File: src/rtl/coin_acceptor_if.sv
// Purpose : bundles the coin sensor, hopper handshake, refund button and
//           credit/status outputs of the coin acceptor into a single bus.
// Ports   : master = coin/handshake driver (machine front panel, hopper);
//           slave  = coin_acceptor itself.
interface coin_acceptor_if;
  // Sensor and handshake inputs to the acceptor
  logic       coin_s;        // shilling sensor level
  logic       coin_f;        // florin sensor level
  logic       coin_c;        // crown sensor level
  logic       hopper_ready;  // hopper takes a payout request this cycle
  logic       cancel;        // coin-return button (REFUND_EN builds only)

  // Acceptor outputs
  logic [3:0] credit;        // credit, or change still owed, in shillings
  logic       dispense;      // vend strobe / LED
  logic       pay_florin;    // request one florin of change
  logic       pay_shilling;  // request one shilling of change
  logic       busy;          // coins are not accepted

  modport master (
    output coin_s, coin_f, coin_c, hopper_ready, cancel,
    input  credit, dispense, pay_florin, pay_shilling, busy
  );

  modport slave (
    input  coin_s, coin_f, coin_c, hopper_ready, cancel,
    output credit, dispense, pay_florin, pay_shilling, busy
  );
endinterface

File: src/rtl/coin_acceptor.sv
// Purpose : vending-machine credit engine. Counts shilling/florin/crown coin
//           edges, vends when the price is reached, then pays back the
//           overpayment one coin at a time over the hopper handshake.
// Ports   : clk (rising edge), reset (async, active high), bus (slave side of
//           coin_acceptor_if: coin_s/f/c, hopper_ready, cancel in;
//           credit, dispense, pay_florin, pay_shilling, busy out).
// Build   : define REFUND_EN to let cancel refund the credit held in COLLECT;
//           without it cancel is ignored.
module coin_acceptor #(
  parameter int PRICE           = 5,  // item price in shillings, 1..11
  parameter int DISPENSE_CYCLES = 4   // dispense strobe length, 1..15
) (
  input  logic            clk,
  input  logic            reset,
  coin_acceptor_if.slave  bus
);

  // Keeping PRICE <= 11 bounds credit at 10 + 5 = 15, so 4 bits never wrap.
  if (PRICE < 1 || PRICE > 11) begin : g_bad_price
    $error("coin_acceptor: PRICE %0d outside legal range 1..11", PRICE);
  end
  if (DISPENSE_CYCLES < 1 || DISPENSE_CYCLES > 15) begin : g_bad_dispense
    $error("coin_acceptor: DISPENSE_CYCLES %0d outside legal range 1..15",
           DISPENSE_CYCLES);
  end

  localparam logic [4:0] LP_PRICE5 = 5'(PRICE);
  localparam logic [3:0] LP_PRICE4 = 4'(PRICE);
  // Counter is loaded with N-1 and the strobe drops when it reads zero,
  // giving exactly N high cycles.
  localparam logic [3:0] LP_DCNT   = 4'(DISPENSE_CYCLES - 1);

  typedef enum logic [1:0] {
    ST_COLLECT  = 2'd0,
    ST_DISPENSE = 2'd1,
    ST_CHANGE   = 2'd2
  } state_t;

  state_t     r_state;
  logic [3:0] r_credit;
  logic [3:0] r_cnt;
  logic       r_dispense;
  logic       r_hist_s;
  logic       r_hist_f;
  logic       r_hist_c;

  logic       w_ev_s;
  logic       w_ev_f;
  logic       w_ev_c;
  logic       w_any_ev;
  logic [2:0] w_val;
  logic [4:0] w_sum;
  logic [3:0] w_rem;
  logic       w_pay_f;
  logic       w_pay_s;
  logic       w_payout;
  logic [3:0] w_dec;

  // Rising-edge detect against the previous sample: a held level counts once.
  assign w_ev_s   = bus.coin_s & ~r_hist_s;
  assign w_ev_f   = bus.coin_f & ~r_hist_f;
  assign w_ev_c   = bus.coin_c & ~r_hist_c;
  assign w_any_ev = w_ev_s | w_ev_f | w_ev_c;

  // Only the most valuable coin of a simultaneous group is credited; the
  // others are dropped, not queued.
  always_comb begin
    w_val = 3'd0;
    if (w_ev_c) begin
      w_val = 3'd5;
    end else if (w_ev_f) begin
      w_val = 3'd2;
    end else if (w_ev_s) begin
      w_val = 3'd1;
    end
  end

  // One spare bit so the price comparison is exact even at the 15 ceiling.
  assign w_sum = {1'b0, r_credit} + {2'b00, w_val};
  assign w_rem = w_sum[3:0] - LP_PRICE4;

  // Florins first; a shilling only when exactly one is left, so the two
  // requests are mutually exclusive.
  assign w_pay_f  = (r_state == ST_CHANGE) && (r_credit >= 4'd2);
  assign w_pay_s  = (r_state == ST_CHANGE) && (r_credit == 4'd1);
  assign w_payout = (w_pay_f | w_pay_s) & bus.hopper_ready;
  assign w_dec    = w_pay_f ? 4'd2 : 4'd1;

`ifndef REFUND_EN
  // cancel has no function in this build.
  logic w_unused_cancel;
  assign w_unused_cancel = bus.cancel;
`endif

  always_ff @(posedge clk or posedge reset) begin
    if (reset) begin
      r_state    <= ST_COLLECT;
      r_credit   <= 4'd0;
      r_cnt      <= 4'd0;
      r_dispense <= 1'b0;
      r_hist_s   <= 1'b0;
      r_hist_f   <= 1'b0;
      r_hist_c   <= 1'b0;
    end else begin
      // History tracks the sensors in every state, so a coin held through
      // DISPENSE/CHANGE is not counted again on return to COLLECT.
      r_hist_s <= bus.coin_s;
      r_hist_f <= bus.coin_f;
      r_hist_c <= bus.coin_c;

      case (r_state)
        ST_COLLECT: begin
          if (w_any_ev) begin
            if (w_sum >= LP_PRICE5) begin
              // Overpayment is kept in credit and paid out after the vend.
              r_credit   <= w_rem;
              r_state    <= ST_DISPENSE;
              r_dispense <= 1'b1;
              r_cnt      <= LP_DCNT;
            end else begin
              r_credit <= w_sum[3:0];
            end
          end
`ifdef REFUND_EN
          // A coin edge in the same cycle wins; cancel is then ignored.
          else if (bus.cancel && (r_credit != 4'd0)) begin
            r_state <= ST_CHANGE;
          end
`endif
        end

        ST_DISPENSE: begin
          if (r_cnt == 4'd0) begin
            r_dispense <= 1'b0;
            r_state    <= (r_credit != 4'd0) ? ST_CHANGE : ST_COLLECT;
          end else begin
            r_cnt <= r_cnt - 4'd1;
          end
        end

        ST_CHANGE: begin
          // No timeout: the request simply waits for the hopper.
          if (w_payout) begin
            r_credit <= r_credit - w_dec;
            if (r_credit == w_dec) begin
              r_state <= ST_COLLECT;
            end
          end
        end

        default: begin
          r_state <= ST_COLLECT;
        end
      endcase
    end
  end

  assign bus.credit       = r_credit;
  assign bus.dispense     = r_dispense;
  assign bus.pay_florin   = w_pay_f;
  assign bus.pay_shilling = w_pay_s;
  assign bus.busy         = (r_state != ST_COLLECT);

endmodule

File: src/flat_wrapper.sv
// flat-port wrapper written by rule: the top's interface ports become plain ports
module coin_acceptor_flat 
#(
  parameter int PRICE           = 5,                                   
  parameter int DISPENSE_CYCLES = 4                                   
)
  (clk, reset, bus_coin_s, bus_coin_f, bus_coin_c, bus_hopper_ready, bus_cancel, bus_credit, bus_dispense, bus_pay_florin, bus_pay_shilling, bus_busy);
  coin_acceptor_if bus_i ();
  input  logic clk;
  input  logic reset;
  input wire logic [$bits(bus_i.coin_s)-1:0] bus_coin_s;
  input wire logic [$bits(bus_i.coin_f)-1:0] bus_coin_f;
  input wire logic [$bits(bus_i.coin_c)-1:0] bus_coin_c;
  input wire logic [$bits(bus_i.hopper_ready)-1:0] bus_hopper_ready;
  input wire logic [$bits(bus_i.cancel)-1:0] bus_cancel;
  output wire logic [$bits(bus_i.credit)-1:0] bus_credit;
  output wire logic [$bits(bus_i.dispense)-1:0] bus_dispense;
  output wire logic [$bits(bus_i.pay_florin)-1:0] bus_pay_florin;
  output wire logic [$bits(bus_i.pay_shilling)-1:0] bus_pay_shilling;
  output wire logic [$bits(bus_i.busy)-1:0] bus_busy;
  assign bus_i.coin_s = bus_coin_s;
  assign bus_i.coin_f = bus_coin_f;
  assign bus_i.coin_c = bus_coin_c;
  assign bus_i.hopper_ready = bus_hopper_ready;
  assign bus_i.cancel = bus_cancel;
  assign bus_credit = bus_i.credit;
  assign bus_dispense = bus_i.dispense;
  assign bus_pay_florin = bus_i.pay_florin;
  assign bus_pay_shilling = bus_i.pay_shilling;
  assign bus_busy = bus_i.busy;
  coin_acceptor #(.PRICE(PRICE), .DISPENSE_CYCLES(DISPENSE_CYCLES)) u_core (.clk(clk), .reset(reset), .bus(bus_i));
endmodule
File: config.mk
export PLATFORM = sky130hd
export DESIGN_NAME = coin_acceptor_flat
export DESIGN_NICKNAME = d
export VERILOG_FILES = /design/src/rtl/coin_acceptor_if.sv /design/src/rtl/coin_acceptor.sv /design/src/flat_wrapper.sv
export SDC_FILE = /design/constraint.sdc
export NUM_CORES = 1
export LEC_CHECK = 0
export CAP_MARGIN = 30
export CORE_ASPECT_RATIO = 1.75
export CORE_MARGIN = 3
export CORE_UTILIZATION = 25
export CTS_CLUSTER_DIAMETER = 80
export DETAILED_ROUTE_END_ITERATION = 12
export PLACE_DENSITY = 0.44
export SYNTH_ARGS = -nofsm -noshare
export SYNTH_HDL_FRONTEND = slang
export SYNTH_SLANG_ARGS = --single-unit
File: constraint.sdc
create_clock -name clk -period 3.88 [get_ports clk]
set_clock_uncertainty 0.15 [all_clocks]
set_input_delay 0.582 -clock clk [delete_from_list [all_inputs] [get_ports clk]]
set_output_delay 0.582 -clock clk [all_outputs]
set_load 0.02 [all_outputs]
==> flow_metrics.py <==
metrics = {
    "drt": {
        "antenna_left": 0,
        "viasPerCell": 4.96,
        "first_pass_iters": 4,
        "initialDrtViolationCount": 17,
        "route.vias.total": 888,
        "drc": 0,
        "wl_per_cell_um": 13.5,
        "routed_wirelength_mm": 2.42,
    },
    "yosys": {
        "synth_top_area_share_pct": 33.8,
        "syn_inst": 114,
        "synth_area_um2": 1040,
        "seq_area_frac_synth_pct": 33.8,
        "synthTopCellsByArea": "dfrtp_1, ha_1, a21oi_1",
        "synth_nets": 131,
        "synth_seq_cells": 14,
        "ys_warn_count": 0,
        "synth_cell_types": 40,
        "avgSynthCellArea_um2": 9.10,
        "yosys.area.top_type": "dfrtp_1",
    },
    "power": {
        "power_density_nw_per_um2": 830,
        "cellLeakagePower_nw": 0.570,
        "vdd_drop_max_v": 0.000357,
    },
    "setup_path": {
        "critPathSlowestCell": "fa_1",
        "path_delay_family": "simple AND/OR/NAND/NOR gates",
        "crit_chain": "clkdlybuf4s50_1 > nand2b_1 > nor2_1 > a21oi_1 > ha_1 > fa_1 > inv_1 > ha_1 > a2bb2oi_2 > o211ai_2 > or4_1 > nand3_1",
        "startpoint_type": "primary input",
        "cpMostUsedCell": "ha_1",
        "critPathKind": "in -> reg",
        "slowest_delay_ns": 0.55,
        "worst_r2r_path_depth": 11,
        "critPathCaptureType": "register",
        "arrival_ns": 3.56,
        "crit_cells": 12,
        "path_max_fanout": 4,
        "rrSetupSlack_ns": 0.74,
        "crit_required_ns": 3.90,
        "critPathBufInv": 2,
    },
    "die": {
        "io_pins": 15,
        "die_w_um": 54.7,
        "placeableCoreArea_um2": 3940,
        "die_h_um": 91.2,
        "die_area_um2": 4990,
        "core.rowCount": 30,
        "start_util_pct": 26.3,
    },
    "global_routing": {
        "grt_pass1_wl_mm": 4.08,
        "grt_pass1_vias": 925,
        "track_usage_pct": 11.1,
        "grt_overflow": 0,
        "grt_start_max_net_pins": 15,
        "antenna_found_initial": 0,
    },
    "min_path": {
        "worstHoldPathCells": 1,
        "hold_class": "reg -> reg",
    },
    "clock_network": {
        "cts_repair_resize_count": 0,
        "clkTransAtPathRegs_ns": 0.05,
        "cts.hold.buffers_added": 0,
        "max-clock-path-buffers": 2,
        "cts_inserted_buffers": 3,
        "clk_latency_ns": 0.24,
        "cts_setup_buffers": 0,
        "cts_root_buf": "clkbuf_8",
        "h-tree-depth": 1,
        "cts_tree": "yes",
        "cts_sinks": 14,
    },
    "layout": {
        "drive_gt1_share_pct": 9.92,
        "diodes": 0,
        "register_area_um2": 350,
        "fin_nets": 150,
        "fill_cells": 424,
        "syn2layout_area_growth_pct": 23.4,
        "multi_input_area_um2": 627,
        "mostFrequentLayoutCells": "inv_1, dfrtp_1, clkdlybuf4s50_1",
    },
    "sta": {
        "worst_pin_slew_ns": 0.584,
        "fin_tns_setup_ns": 0,
        "setup_violations": 0,
        "post-route-period-util_pct": 91.1,
        "max_freq_ghz": 0.283,
        "finalMaxSlewViolations": 0,
        "hold_viol": 0,
        "rsz0062_at_grt": "false",
        "fin_crit_ns": 3.53,
        "relSlewSlack_pct": 60.6,
        "whs_ns": 0.339,
    },
    "flow_run": {
        "timing.max_cap.violations": 0,
    },
    "place": {
        "gp_congestion": 0.822,
        "dp_hpwl_mm": 1.96,
        "place.port_buffers": 13,
    },
    "run_status": {
        "status": "finished, final reports clean",
    },
}
report_power, final:
part           switching [W]  total, W  internal, W
clock network      0.0000477  0.000116    0.0000686
registers          0.0000826  0.000283     0.000200
logic               0.000360  0.000663     0.000303
metal layers:
metal | up-vias | global-route usage (%) | part of all wire [%] | wire length (um)
li1 | 448 | - | - | -
met1 | 418 | 11.8 | 41 | 981
met2 | 17 | 20.1 | 54 | 1310
met3 | 5 | 1.31 | 3.4 | 83
met4 | 0 | 5.20 | 2.1 | 50
met5 | - | 0 | 0 | 0
registers in the layout, indices dropped and copies added, names as in the netlist:
name	cells
u_core.r_hist_f	1
u_core.bus.dispense	1
u_core.r_cnt	4
u_core.r_hist_c	1
u_core.r_state	2
u_core.bus.credit	4
u_core.r_hist_s	1
through the flow:
stage / setup WS (ns) / instances / utilization (%) / power, W / instance area [um2]
after floorplan: 0.765 / 114 / - / 0.000738 / 1040
after global placement: 0.132 / 176 / 31.4 / 0.000956 / 1240
after detailed placement: 0.0943 / 176 / 31.4 / 0.000957 / 1240
after CTS: 0.333 / 179 / 32.5 / 0.00108 / 1280
after global routing: 0.229 / 179 / 32.5 / 0.00118 / 1280
final: 0.345 / 179 / 32.5 / 0.00106 / 1280
area by class of cell:
type	instances	share of cell area (%)
clock buffer	3	3.23
inverter	15	4.40
multi-input combinational	84	49.0
sequential	14	27.4
tap	48	4.69
timing repair buffer	15	11.3
path summary, 6_finish.rpt:
path | startpoint | end
min | u_core.bus.dispense$_DFFE_PP0P_ | u_core.bus.dispense$_DFFE_PP0P_
max | bus_coin_f | u_core.bus.credit[0]$_DFFE_PP0P_
max reg2reg | u_core.r_hist_f$_DFF_PP0_ | u_core.bus.credit[0]$_DFFE_PP0P_
min in group asynchronous | reset | u_core.r_hist_c$_DFF_PP0_
max in group asynchronous | reset | u_core.r_state[1]$_DFFE_PP0P_
min reg2reg | u_core.bus.dispense$_DFFE_PP0P_ | u_core.bus.dispense$_DFFE_PP0P_
synth_stat cells:
cell,n
o21a_1,2
and3_1,2
a21boi_2,1
nand2_1,7
nor2b_1,2
xor2_1,2
or2_2,1
a41o_2,1
nand2b_1,5
a41oi_1,1
o211ai_2,1
o41ai_2,1
a21oi_1,11
inv_2,1
clkbuf_1,1
inv_1,14
a21boi_0,1
a2bb2oi_2,1
and2b_1,1
or2_1,1
nor3b_1,1
ha_1,8
fa_1,2
nand3_1,3
nor3_1,2
nand4_1,1
or4_1,1
o22ai_1,2
o21ai_0,3
mux2i_1,2
o31a_1,1
mux2_4,1
dfrtp_1,14
nor4_1,4
nor2_1,5
o211ai_1,1
a31oi_1,1
and2_1,2
nand4b_1,2
a211o_1,1
cell families (layout without fill, tap and decap cells):
family / Yosys count / count (layout) / synth area share, %
AND/OR/NAND/NOR: 40 / 40 / 21.5
AO/OA/AOI/OAI: 29 / 29 / 20.4
buffers and inverters: 16 / 33 / 5.79
flip-flops: 14 / 14 / 33.8
adder cells (fa/ha/maj): 10 / 10 / 13.5
multiplexers: 3 / 3 / 3.38
XOR/XNOR: 2 / 2 / 1.69
Note: power is estimated with default switching activity, not from simulation.
